## config.mk

```make
export PLATFORM = sky130hd
export DESIGN_NAME = apb_master_bridge_flat
export DESIGN_NICKNAME = d
export VERILOG_FILES = /design/src/rtl/apb_master_bridge_if.sv /design/src/rtl/apb_master_bridge.sv /design/src/flat_wrapper.sv
export SDC_FILE = /design/constraint.sdc
export NUM_CORES = 1
export LEC_CHECK = 0
export CAP_MARGIN = 5
export CORE_AREA = 2 2 121 123
export CTS_BUF_LIST = sky130_fd_sc_hd__clkbuf_2 sky130_fd_sc_hd__clkbuf_4 sky130_fd_sc_hd__clkbuf_8
export DETAILED_ROUTE_END_ITERATION = 12
export DIE_AREA = 0 0 123 125
export GPL_TIMING_DRIVEN = 0
export PLACE_DENSITY = 0.92
export SETUP_SLACK_MARGIN = 0.15
export SYNTH_ARGS = -nofsm -noshare
export SYNTH_HDL_FRONTEND = slang
export SYNTH_SLANG_ARGS = --single-unit
```

## constraint.sdc

```tcl
create_clock -name clk -period 4.2 [get_ports clk]
set_clock_uncertainty 0.15 [all_clocks]
set_input_delay 0.63 -clock clk [delete_from_list [all_inputs] [get_ports clk]]
set_output_delay 0.63 -clock clk [all_outputs]
set_load 0.005 [all_outputs]
```

## src/rtl/apb_master_bridge_if.sv

```systemverilog
// ---------------------------------------------------------------------------
// apb_master_bridge_if
//   APB4 bus bundle between the bridge (master) and a set of NUM_SLAVES
//   peripheral slaves. Select, ready and error are one bit per slave; read
//   data is the concatenation of all slave read buses, slave i at
//   [i*DATA_W +: DATA_W].
//
//   Signals:
//     PADDR    master->slave  ADDR_W            offset within the slave region
//     PWRITE   master->slave  1                 1 = write
//     PSEL     master->slave  NUM_SLAVES        one-hot slave select
//     PENABLE  master->slave  1                 ACCESS phase marker
//     PWDATA   master->slave  DATA_W            write data
//     PSTRB    master->slave  DATA_W/8          write byte strobes
//     PRDATA   slave->master  NUM_SLAVES*DATA_W per-slave read data
//     PREADY   slave->master  NUM_SLAVES        per-slave ready
//     PSLVERR  slave->master  NUM_SLAVES        per-slave error
// ---------------------------------------------------------------------------
interface apb_master_bridge_if #(
  parameter int ADDR_W     = 32,
  parameter int DATA_W     = 32,
  parameter int NUM_SLAVES = 4
);
  logic [ADDR_W-1:0]            PADDR;
  logic                         PWRITE;
  logic [NUM_SLAVES-1:0]        PSEL;
  logic                         PENABLE;
  logic [DATA_W-1:0]            PWDATA;
  logic [DATA_W/8-1:0]          PSTRB;
  logic [NUM_SLAVES*DATA_W-1:0] PRDATA;
  logic [NUM_SLAVES-1:0]        PREADY;
  logic [NUM_SLAVES-1:0]        PSLVERR;

  modport master (
    output PADDR, PWRITE, PSEL, PENABLE, PWDATA, PSTRB,
    input  PRDATA, PREADY, PSLVERR
  );

  modport slave (
    input  PADDR, PWRITE, PSEL, PENABLE, PWDATA, PSTRB,
    output PRDATA, PREADY, PSLVERR
  );
endinterface

```

## src/rtl/apb_master_bridge.sv

```systemverilog
// ---------------------------------------------------------------------------
// apb_master_bridge
//   Turns the core's load/store requests into APB4 transactions across
//   NUM_SLAVES equally sized regions starting at BASE_ADDR. Supports wait
//   states, byte strobes, slave errors and a wait-state timeout. All outputs
//   are registered.
//
//   state  | meaning
//   -------+-----------------------------------------------------------
//   IDLE   | waiting for transfer; decodes and launches on request
//   SETUP  | PSEL asserted, PENABLE low (one cycle)
//   ACCESS | PENABLE high, waiting for PREADY of the selected slave
//   RESP   | result captured; ready pulses on the following cycle
//
//   Ports:
//     clk        in   clock, rising edge
//     rst        in   synchronous active-low reset
//     transfer   in   request valid (only looked at in IDLE)
//     busWe      in   1 = write
//     busAddr    in   request address
//     busWData   in   write data
//     busStrb    in   write byte enables
//     ready      out  one-cycle completion pulse
//     busRData   out  read data, valid while ready=1, else 0
//     busErr     out  error flag, valid while ready=1, else 0
//     apb        --   APB master side (see apb_master_bridge_if)
// ---------------------------------------------------------------------------
module apb_master_bridge #(
  parameter int                DATA_W         = 32,
  parameter int                ADDR_W         = 32,
  parameter int                NUM_SLAVES     = 4,
  parameter logic [ADDR_W-1:0] BASE_ADDR      = 32'h1000_0000,
  parameter int                REGION_LOG2    = 12,
  parameter int                TIMEOUT_CYCLES = 255
) (
  input  logic                clk,
  input  logic                rst,
  input  logic                transfer,
  input  logic                busWe,
  input  logic [ADDR_W-1:0]   busAddr,
  input  logic [DATA_W-1:0]   busWData,
  input  logic [DATA_W/8-1:0] busStrb,
  output logic                ready,
  output logic [DATA_W-1:0]   busRData,
  output logic                busErr,
  apb_master_bridge_if.master apb
);

  localparam int IDX_W = (NUM_SLAVES > 1) ? $clog2(NUM_SLAVES) : 1;
  localparam int CNT_W = (TIMEOUT_CYCLES > 1) ? $clog2(TIMEOUT_CYCLES + 1) : 1;

  // Decode is done in 64 bits so the window end never wraps at the top of
  // the address space.
  localparam logic [63:0] BASE_EXT  = 64'(BASE_ADDR);
  localparam logic [63:0] LIMIT_EXT = BASE_EXT + (64'(NUM_SLAVES) << REGION_LOG2);
  localparam logic [63:0] OFF_MASK  = (64'd1 << REGION_LOG2) - 64'd1;

  typedef enum logic [1:0] {IDLE, SETUP, ACCESS, RESP} state_t;

  state_t                state_q, state_d;
  logic [ADDR_W-1:0]     paddr_q, paddr_d;
  logic                  pwrite_q, pwrite_d;
  logic [NUM_SLAVES-1:0] psel_q, psel_d;
  logic                  penable_q, penable_d;
  logic [DATA_W-1:0]     pwdata_q, pwdata_d;
  logic [DATA_W/8-1:0]   pstrb_q, pstrb_d;
  logic [IDX_W-1:0]      sel_idx_q, sel_idx_d;
  logic [CNT_W-1:0]      wait_cnt_q, wait_cnt_d;
  logic [DATA_W-1:0]     resp_data_q, resp_data_d;
  logic                  resp_err_q, resp_err_d;
  logic                  ready_q, ready_d;
  logic [DATA_W-1:0]     bus_rdata_q, bus_rdata_d;
  logic                  bus_err_q, bus_err_d;

  logic [63:0]           addr_diff;
  logic                  dec_hit;
  logic [IDX_W-1:0]      dec_idx;
  logic [ADDR_W-1:0]     dec_off;
  logic [NUM_SLAVES-1:0] psel_dec;

  logic                  pready_sel;
  logic                  pslverr_sel;
  logic [DATA_W-1:0]     prdata_sel;
  logic [CNT_W:0]        cnt_inc;
  logic                  timeout_hit;

  // Address decode of the incoming request.
  always_comb begin
    addr_diff = 64'(busAddr) - BASE_EXT;
    dec_hit   = (64'(busAddr) >= BASE_EXT) && (64'(busAddr) < LIMIT_EXT);
    dec_idx   = IDX_W'(addr_diff >> REGION_LOG2);
    dec_off   = ADDR_W'(addr_diff & OFF_MASK);
    psel_dec  = '0;
    for (int i = 0; i < NUM_SLAVES; i++) begin
      psel_dec[i] = (dec_idx == IDX_W'(i));
    end
  end

  // Response mux: only the latched slave index is looked at, so other
  // slaves' PREADY/PSLVERR have no effect.
  always_comb begin
    pready_sel  = 1'b0;
    pslverr_sel = 1'b0;
    prdata_sel  = '0;
    for (int i = 0; i < NUM_SLAVES; i++) begin
      if (sel_idx_q == IDX_W'(i)) begin
        pready_sel  = apb.PREADY[i];
        pslverr_sel = apb.PSLVERR[i];
        prdata_sel  = apb.PRDATA[i*DATA_W +: DATA_W];
      end
    end
  end

  // cnt_inc is one bit wider than the counter so the compare never wraps.
  always_comb begin
    cnt_inc     = {1'b0, wait_cnt_q} + 1'b1;
    timeout_hit = (TIMEOUT_CYCLES != 0) && !pready_sel &&
                  (cnt_inc == (CNT_W+1)'(TIMEOUT_CYCLES));
  end

  // State register and all output/data flops.
  always_ff @(posedge clk) begin
    if (!rst) begin
      state_q     <= IDLE;
      paddr_q     <= '0;
      pwrite_q    <= 1'b0;
      psel_q      <= '0;
      penable_q   <= 1'b0;
      pwdata_q    <= '0;
      pstrb_q     <= '0;
      sel_idx_q   <= '0;
      wait_cnt_q  <= '0;
      resp_data_q <= '0;
      resp_err_q  <= 1'b0;
      ready_q     <= 1'b0;
      bus_rdata_q <= '0;
      bus_err_q   <= 1'b0;
    end else begin
      state_q     <= state_d;
      paddr_q     <= paddr_d;
      pwrite_q    <= pwrite_d;
      psel_q      <= psel_d;
      penable_q   <= penable_d;
      pwdata_q    <= pwdata_d;
      pstrb_q     <= pstrb_d;
      sel_idx_q   <= sel_idx_d;
      wait_cnt_q  <= wait_cnt_d;
      resp_data_q <= resp_data_d;
      resp_err_q  <= resp_err_d;
      ready_q     <= ready_d;
      bus_rdata_q <= bus_rdata_d;
      bus_err_q   <= bus_err_d;
    end
  end

  // Next-state logic.
  always_comb begin
    state_d = state_q;
    unique case (state_q)
      IDLE:    if (transfer) state_d = dec_hit ? SETUP : RESP;
      SETUP:   state_d = ACCESS;
      ACCESS:  if (pready_sel || timeout_hit) state_d = RESP;
      RESP:    state_d = IDLE;
      default: state_d = IDLE;
    endcase
  end

  // Output / datapath next values.
  always_comb begin
    paddr_d     = paddr_q;
    pwrite_d    = pwrite_q;
    psel_d      = psel_q;
    penable_d   = penable_q;
    pwdata_d    = pwdata_q;
    pstrb_d     = pstrb_q;
    sel_idx_d   = sel_idx_q;
    wait_cnt_d  = wait_cnt_q;
    resp_data_d = resp_data_q;
    resp_err_d  = resp_err_q;
    ready_d     = 1'b0;
    bus_rdata_d = '0;
    bus_err_d   = 1'b0;

    unique case (state_q)
      IDLE: begin
        if (transfer) begin
          if (dec_hit) begin
            psel_d     = psel_dec;
            penable_d  = 1'b0;
            paddr_d    = dec_off;
            pwrite_d   = busWe;
            pwdata_d   = busWData;
            pstrb_d    = busWe ? busStrb : '0;
            sel_idx_d  = dec_idx;
            wait_cnt_d = '0;
          end else begin
            resp_data_d = '0;
            resp_err_d  = 1'b1;
          end
        end
      end
      SETUP: penable_d = 1'b1;
      ACCESS: begin
        if (pready_sel) begin
          resp_data_d = pwrite_q ? '0 : prdata_sel;
          resp_err_d  = pslverr_sel;
          psel_d      = '0;
          penable_d   = 1'b0;
        end else begin
          wait_cnt_d = cnt_inc[CNT_W-1:0];
          if (timeout_hit) begin
            resp_data_d = '0;
            resp_err_d  = 1'b1;
            psel_d      = '0;
            penable_d   = 1'b0;
          end
        end
      end
      RESP: begin
        ready_d     = 1'b1;
        bus_rdata_d = resp_data_q;
        bus_err_d   = resp_err_q;
      end
      default: ;
    endcase
  end

  assign ready       = ready_q;
  assign busRData    = bus_rdata_q;
  assign busErr      = bus_err_q;
  assign apb.PADDR   = paddr_q;
  assign apb.PWRITE  = pwrite_q;
  assign apb.PSEL    = psel_q;
  assign apb.PENABLE = penable_q;
  assign apb.PWDATA  = pwdata_q;
  assign apb.PSTRB   = pstrb_q;

endmodule

```

## src/flat_wrapper.sv

```systemverilog
// flat-port wrapper written by rule: the top's interface ports become plain ports
module apb_master_bridge_flat 
#(
  parameter int                DATA_W         = 32,
  parameter int                ADDR_W         = 32,
  parameter int                NUM_SLAVES     = 4,
  parameter logic [ADDR_W-1:0] BASE_ADDR      = 32'h1000_0000,
  parameter int                REGION_LOG2    = 12,
  parameter int                TIMEOUT_CYCLES = 255
)
  (clk, rst, transfer, busWe, busAddr, busWData, busStrb, ready, busRData, busErr, apb_PADDR, apb_PWRITE, apb_PSEL, apb_PENABLE, apb_PWDATA, apb_PSTRB, apb_PRDATA, apb_PREADY, apb_PSLVERR);
  apb_master_bridge_if #(.ADDR_W(ADDR_W), .DATA_W(DATA_W), .NUM_SLAVES(NUM_SLAVES)) apb_i ();
  input  logic clk;
  input  logic rst;
  input  logic transfer;
  input  logic busWe;
  input  logic [ADDR_W-1:0] busAddr;
  input  logic [DATA_W-1:0] busWData;
  input  logic [DATA_W/8-1:0] busStrb;
  output logic ready;
  output logic [DATA_W-1:0] busRData;
  output logic busErr;
  output wire logic [$bits(apb_i.PADDR)-1:0] apb_PADDR;
  output wire logic [$bits(apb_i.PWRITE)-1:0] apb_PWRITE;
  output wire logic [$bits(apb_i.PSEL)-1:0] apb_PSEL;
  output wire logic [$bits(apb_i.PENABLE)-1:0] apb_PENABLE;
  output wire logic [$bits(apb_i.PWDATA)-1:0] apb_PWDATA;
  output wire logic [$bits(apb_i.PSTRB)-1:0] apb_PSTRB;
  input wire logic [$bits(apb_i.PRDATA)-1:0] apb_PRDATA;
  input wire logic [$bits(apb_i.PREADY)-1:0] apb_PREADY;
  input wire logic [$bits(apb_i.PSLVERR)-1:0] apb_PSLVERR;
  assign apb_PADDR = apb_i.PADDR;
  assign apb_PWRITE = apb_i.PWRITE;
  assign apb_PSEL = apb_i.PSEL;
  assign apb_PENABLE = apb_i.PENABLE;
  assign apb_PWDATA = apb_i.PWDATA;
  assign apb_PSTRB = apb_i.PSTRB;
  assign apb_i.PRDATA = apb_PRDATA;
  assign apb_i.PREADY = apb_PREADY;
  assign apb_i.PSLVERR = apb_PSLVERR;
  apb_master_bridge #(.DATA_W(DATA_W), .ADDR_W(ADDR_W), .NUM_SLAVES(NUM_SLAVES), .BASE_ADDR(BASE_ADDR), .REGION_LOG2(REGION_LOG2), .TIMEOUT_CYCLES(TIMEOUT_CYCLES)) u_core (.clk(clk), .rst(rst), .transfer(transfer), .busWe(busWe), .busAddr(busAddr), .busWData(busWData), .busStrb(busStrb), .ready(ready), .busRData(busRData), .busErr(busErr), .apb(apb_i));
endmodule
```

# After elaboration in Yosys (flattened, before gate mapping)
# Index checks and enable logic that the tools add are counted.
[word_totals]
output_inout_bits = 108
regBits = 133
[classes]
eq_ne = 16
order_cmp = 2
muxes = 43
add_sub_neg = 2
n_reduce_logical = 16
[ops]
columns = ["cell", "n"]
rows = [
  ["32-bit 2-to-1 mux", 9],
  ["32-bit one-hot mux with 2 select lines", 1],
  ["32-bit by 29-bit greater-or-equal comparator with 1-bit output (second input constant)", 1],
  ["32-bit by 29-bit < comparator with 1-bit output (second input constant)", 1],
  ["8-bit 2-to-1 mux", 3],
  ["4-bit 2-to-1 mux", 5],
  ["1-bit 2-to-1 mux", 17],
  ["8-bit one-hot mux with 2 select lines", 1],
  ["4-bit AND reduction", 4],
  ["14-bit by 1-bit subtractor with 14-bit output (second input constant)", 1],
  ["2-bit == test (second input constant)", 6],
  ["8-bit by 1-bit adder with 9-bit output (second input constant)", 1],
  ["9-bit by 8-bit == test with 1-bit output (second input constant)", 1],
  ["2-bit one-hot mux with 4 select lines", 1],
  ["4-bit one-hot mux with 2 select lines", 1],
  ["2-bit by 1-bit == test with 1-bit output (second input constant)", 3],
  ["2-bit zero test", 3],
  ["2-bit 2-to-1 mux", 3],
  ["2-bit != test (second input constant)", 3],
  ["2-bit by 1-bit != test with 1-bit output (second input constant)", 2],
  ["2-bit AND reduction", 2],
  ["3-bit by 1-bit != test with 1-bit output (second input constant)", 1],
  ["1-bit one-hot mux with 3 select lines", 1],
  ["3-bit AND reduction", 1],
  ["6 further kinds", 7],
]

# Logic depth before layout (Yosys ltp)
[depth]
ltp_word = 10
mapped_depth = 10
mapped_depth_nobuf = 8

# Least setup slack after synthesis
# No wires, ideal clock.
[synth_path]
path_kind = "input-to-reg"
from = "in busAddr[15]"
to = "reg u_core.psel_q[0] (netlist: u_core.apb.PSEL[0])"
path_buffers = 1
path_stages = 7
slack_ns = 1.643
setup_time_ns = 0.117
t_arrival_ns = 2.290
cell_sequence = "or4_4 > nor4_4 > nand2_1 > a21o_1 > buf_6 > o21a_1 > a22o_1"
[synth_via]
elab_chain_len = 4
[synth_lines]
columns = ["element", "line_no", "text"]
rows = [
  ["start, declared", "flat_wrapper.sv:17", "input logic [ADDR_W-1:0] busAddr;"],
  ["32-bit by 29-bit greater-or-equal comparator with 1-bit output / 32-bit by 29-bit < comparator with 1-bit output (equally long branches)", "apb_master_bridge.sv:90", "dec_hit = (64'(busAddr) >= BASE_EXT) && (64'(busAddr) < LIMIT_EXT);"],
  ["1-bit logical AND *", "apb_master_bridge.sv:90", ""],
  ["2-bit by 1-bit != test with 1-bit output (no source line) *", "n/a", ""],
  ["4-bit AND reduction (no source line) *", "n/a", ""],
  ["end signal, assigned", "apb_master_bridge.sv:142", "psel_q <= psel_d;"],
  ["end, declared", "apb_master_bridge.sv:63", "logic [NUM_SLAVES-1:0] psel_q, psel_d;"],
]
# Mark *: on every way between the ends. The rest lies on a longest branch, timed or not.
# A chain may end at the register's enable or synchronous reset.

# Worst setup path in the final report
[layout_path]
from = "in busAddr[15]"
to = "reg u_core.pstrb_q[0] (netlist: u_core.apb.PSTRB[0])"
[layout_via]
elab_chain_len = 3
[layout_lines]
columns = ["element", "line_no", "text"]
rows = [
  ["32-bit by 29-bit greater-or-equal comparator with 1-bit output / 32-bit by 29-bit < comparator with 1-bit output (equally long branches)", "apb_master_bridge.sv:90", ""],
  ["1-bit logical AND *", "apb_master_bridge.sv:90", ""],
  ["3-bit AND reduction (no source line) *", "n/a", ""],
  ["end signal, assigned", "apb_master_bridge.sv:145", "pstrb_q <= pstrb_d;"],
  ["end, declared", "apb_master_bridge.sv:66", "logic [DATA_W/8-1:0] pstrb_q, pstrb_d;"],
]
# Marks and branches as above.

==> summary.txt <==
Global routing
  • GRT Overall Usage: 24.6%
  • Largest net degree at the start of global routing: 17
  • First-pass GRT wire length: 28.9 mm
  • Global route overflow: 0
  • Vias in the first global route: 5651
  • Antenna violations before repair: 1

Logic synthesis
  • Top-count cell post-synth: dfxtp_1
  • Post-synth ARST share: 0%
  • EDFF count, synth: 0
  • Commonest cells post-synth: 133 x dfxtp_1, 118 x nand2_1, 58 x a21oi_1, 34 x a22o_1, 34 x mux4_2
  • Mapped Area: 5630 um^2
  • Synth Register Bits: 133
  • Sequential area share after synthesis: 47.3%
  • Yosys top cell area share: 47.3%
  • Biggest area consumer among synthesized cells: dfxtp_1
  • Synth Flop Type: dfxtp_1
  • Synth cell types: 47
  • Synthesized instance count: 558
  • Top cells by area, synth: dfxtp_1 47%, mux4_2 14%, nand2_1 7.9%, a22o_1 5.3%, a21oi_1 5.2%
  • Yosys warning total: 0
  • Syn avg cell area: 10.1 um^2

Power
  • Pleak: 0.00349 uW
  • Power Dens Cells: 329 nW/um^2
  • Worst vdd ir: 205 uV

Layout
  • Final core occ: 65.6%
  • P&R area growth vs syn: 65.5%
  • Nets@finish: 1105
  • Share of cells above drive strength 1: 12.2%
  • FILL cells: 1135
  • Antenna diode count: 0

Die
  • Die span in y: 125 um
  • Initial Util: 39.6%
  • Rows: 44
  • Full die area: 15400 um^2
  • Core Region: 14200 um^2
  • # IOs: 316
  • Die Width: 123 um

Critical path
  • Critical path capture point type: register
  • Startpoint types: primary input
  • Crit Path Max Fanout: 10
  • R2R Path Start: u_core.state_q[0]
  • Setup CP Type: primary input to register
  • Crit. Startpoint: busAddr[15]
  • Reg2reg end: u_core.resp_data_q[26]
  • Worst Setup EP: u_core.apb.PSTRB[0]
  • Reg2reg setup slack: 1.63 ns
  • Req. time, crit path: 4.41 ns
  • R2r worst-path depth: 10
  • Worst Path Arrival: 3.14 ns

Clock network
  • Hold_buf cts: 0
  • Clock root cell: clkbuf_8
  • Cts bufs inserted: 17
  • Post-CTS Setup Inserts: 0
  • Clock Latency Late Sink: 0.44 ns
  • Worst-path clk slew: 0.08 ns
  • CTS tree: built
  • Sink Count: 133
  • Clock Path Buffers: 2
  • # H-tree levels: 4
  • Post-CTS Resized: 0

Job
  • Max_cap viols: 0

Hold path
  • HP Class: register to register
  • Hold depth: 2

Timing
  • # setup viols final: 0
  • Min Tclk post-route: 2.92 ns
  • Worst slew pin tran: 0.781 ns
  • Final Slew Violations: 0
  • Setup TNS: 0 ns
  • Final Hold Fails: 0
  • RSZ-0062 raised after global routing: false
  • Max Freq: 0.342 GHz
  • Crit share post-route: 69.6%
  • Slew Limit Headroom: 47.9%

Outcome
  • Outcome: complete, no violations

Placement
  • DP HPWL: 14.7 mm
  • GPL Wtd Cong: 0.853
  • Port Buffer Count: 295

Detailed routing
  • Antenna-violating nets left: 0
  • Initial DRC Count: 275
  • Vias per inst: 5.06
  • Final wirelength: 18.7 mm
  • DRC Markers: 0
  • Via Count: 5506
  • 1st-pass router iterations: 5
  • WL/cell: 17.2 um
stage by stage:
step                      total power [uW]  cell area, um^2  setup slack, ns  cells  hold slack [ns]
after CTS                             3090             9310             1.25   1088            0.303
after detailed placement              1940             8880            0.759   1056            0.292
after global placement                1920             8880            0.864   1056            0.287
final                                 3070             9310             1.28   1088            0.299
after global routing                  3200             9310             1.08   1088            0.321
after floorplan                       1630             5700             1.64    577            0.282
routing by layer:
metal,vias up,global-route usage [%],routed length (um)
met3,42,6.34,1170
met2,222,42.8,9590
li1,2621,-,-
met4,0,10.2,570
met1,2621,28.4,7340
met5,-,0,0
critical path: stages:
cell and delay (ns):
clkdlybuf4s50_1 0.40, or4_4 0.54, nor4_4 0.35, nand2_1 0.14, nor2_1 0.43, buf_2 0.36
nand3_1 0.11, a21oi_1 0.17
flip-flops by register name, indices dropped and copies added, names as in the netlist:
name / flops
u_core.apb.PSTRB: 4
u_core.sel_idx_q: 2
u_core.apb.PSEL: 4
u_core.resp_data_q: 32
u_core.busRData: 32
u_core.ready: 1
u_core.busErr: 1
u_core.state_q: 2
u_core.apb.PENABLE: 1
u_core.resp_err_q: 1
u_core.wait_cnt_q: 8
u_core.apb.PWDATA: 32
u_core.apb.PADDR: 12
u_core.apb.PWRITE: 1
kinds of logic after synthesis:
kind of cell / count (synthesis) / share of synthesized area [%]
DFF: 133 / 47.3
adders and majority gates: 6 / 1.33
AOI/OAI and AO/OA: 116 / 14.2
muxes: 35 / 13.8
and+or+nand+nor: 195 / 16.5
xor gates and xnor gates: 3 / 0.467
buffers and inverters: 69 / 6.34
other: 1 / 0.0666
report_power, final:
group	internal, uW	switching, uW
logic	321	267
registers	1300	26.0
clock network	643	507
placed cells by master (no fill, tap or decap), types with 4 or more instances in the layout:
| cell | count |
|---|---|
| clkdlybuf4s50_1 | 295 |
| dfxtp_1 | 133 |
| nand2_1 | 118 |
| a21oi_1 | 58 |
| mux4_2 | 34 |
| a22o_1 | 34 |
| and3_1 | 33 |
| clkbuf_1 | 26 |
| buf_4 | 20 |
| conb_1 | 20 |
| clkbuf_8 | 20 |
| buf_2 | 12 |
| nand3_1 | 9 |
| nor2_1 | 8 |
| inv_1 | 7 |
| nand2b_1 | 6 |
| ha_1 | 6 |
| nor3_1 | 4 |
worst min path at each step:
| stage | slack [ns] | end | startpoint |
|---|---|---|---|
| finish | 0.30 | u_core.apb.PWDATA[31] | u_core.apb.PWDATA[31] |
| global route | 0.32 | u_core.apb.PWDATA[17] | u_core.apb.PWDATA[17] |
| CTS | 0.30 | u_core.apb.PWDATA[1] | u_core.apb.PWDATA[1] |
| detailed placement | 0.29 | u_core.apb.PWDATA[16] | u_core.apb.PWDATA[16] |
| global placement | 0.29 | u_core.apb.PADDR[3] | u_core.apb.PADDR[3] |
| floorplan | 0.28 | u_core.resp_err_q | u_core.resp_err_q |
layout make-up:
class	instances	area, um^2	area share (%)
flip-flops and latches	133	2660	28.6
inverters	8	30.0	0.322
plain buffers	61	327	3.51
repair buffers	295	2950	31.7
clock buffers	21	283	3.04
well taps	184	230	2.47
clock inverters	11	149	1.60
multi-input cells	375	2680	28.8
(Power assumes the default switching activity.)
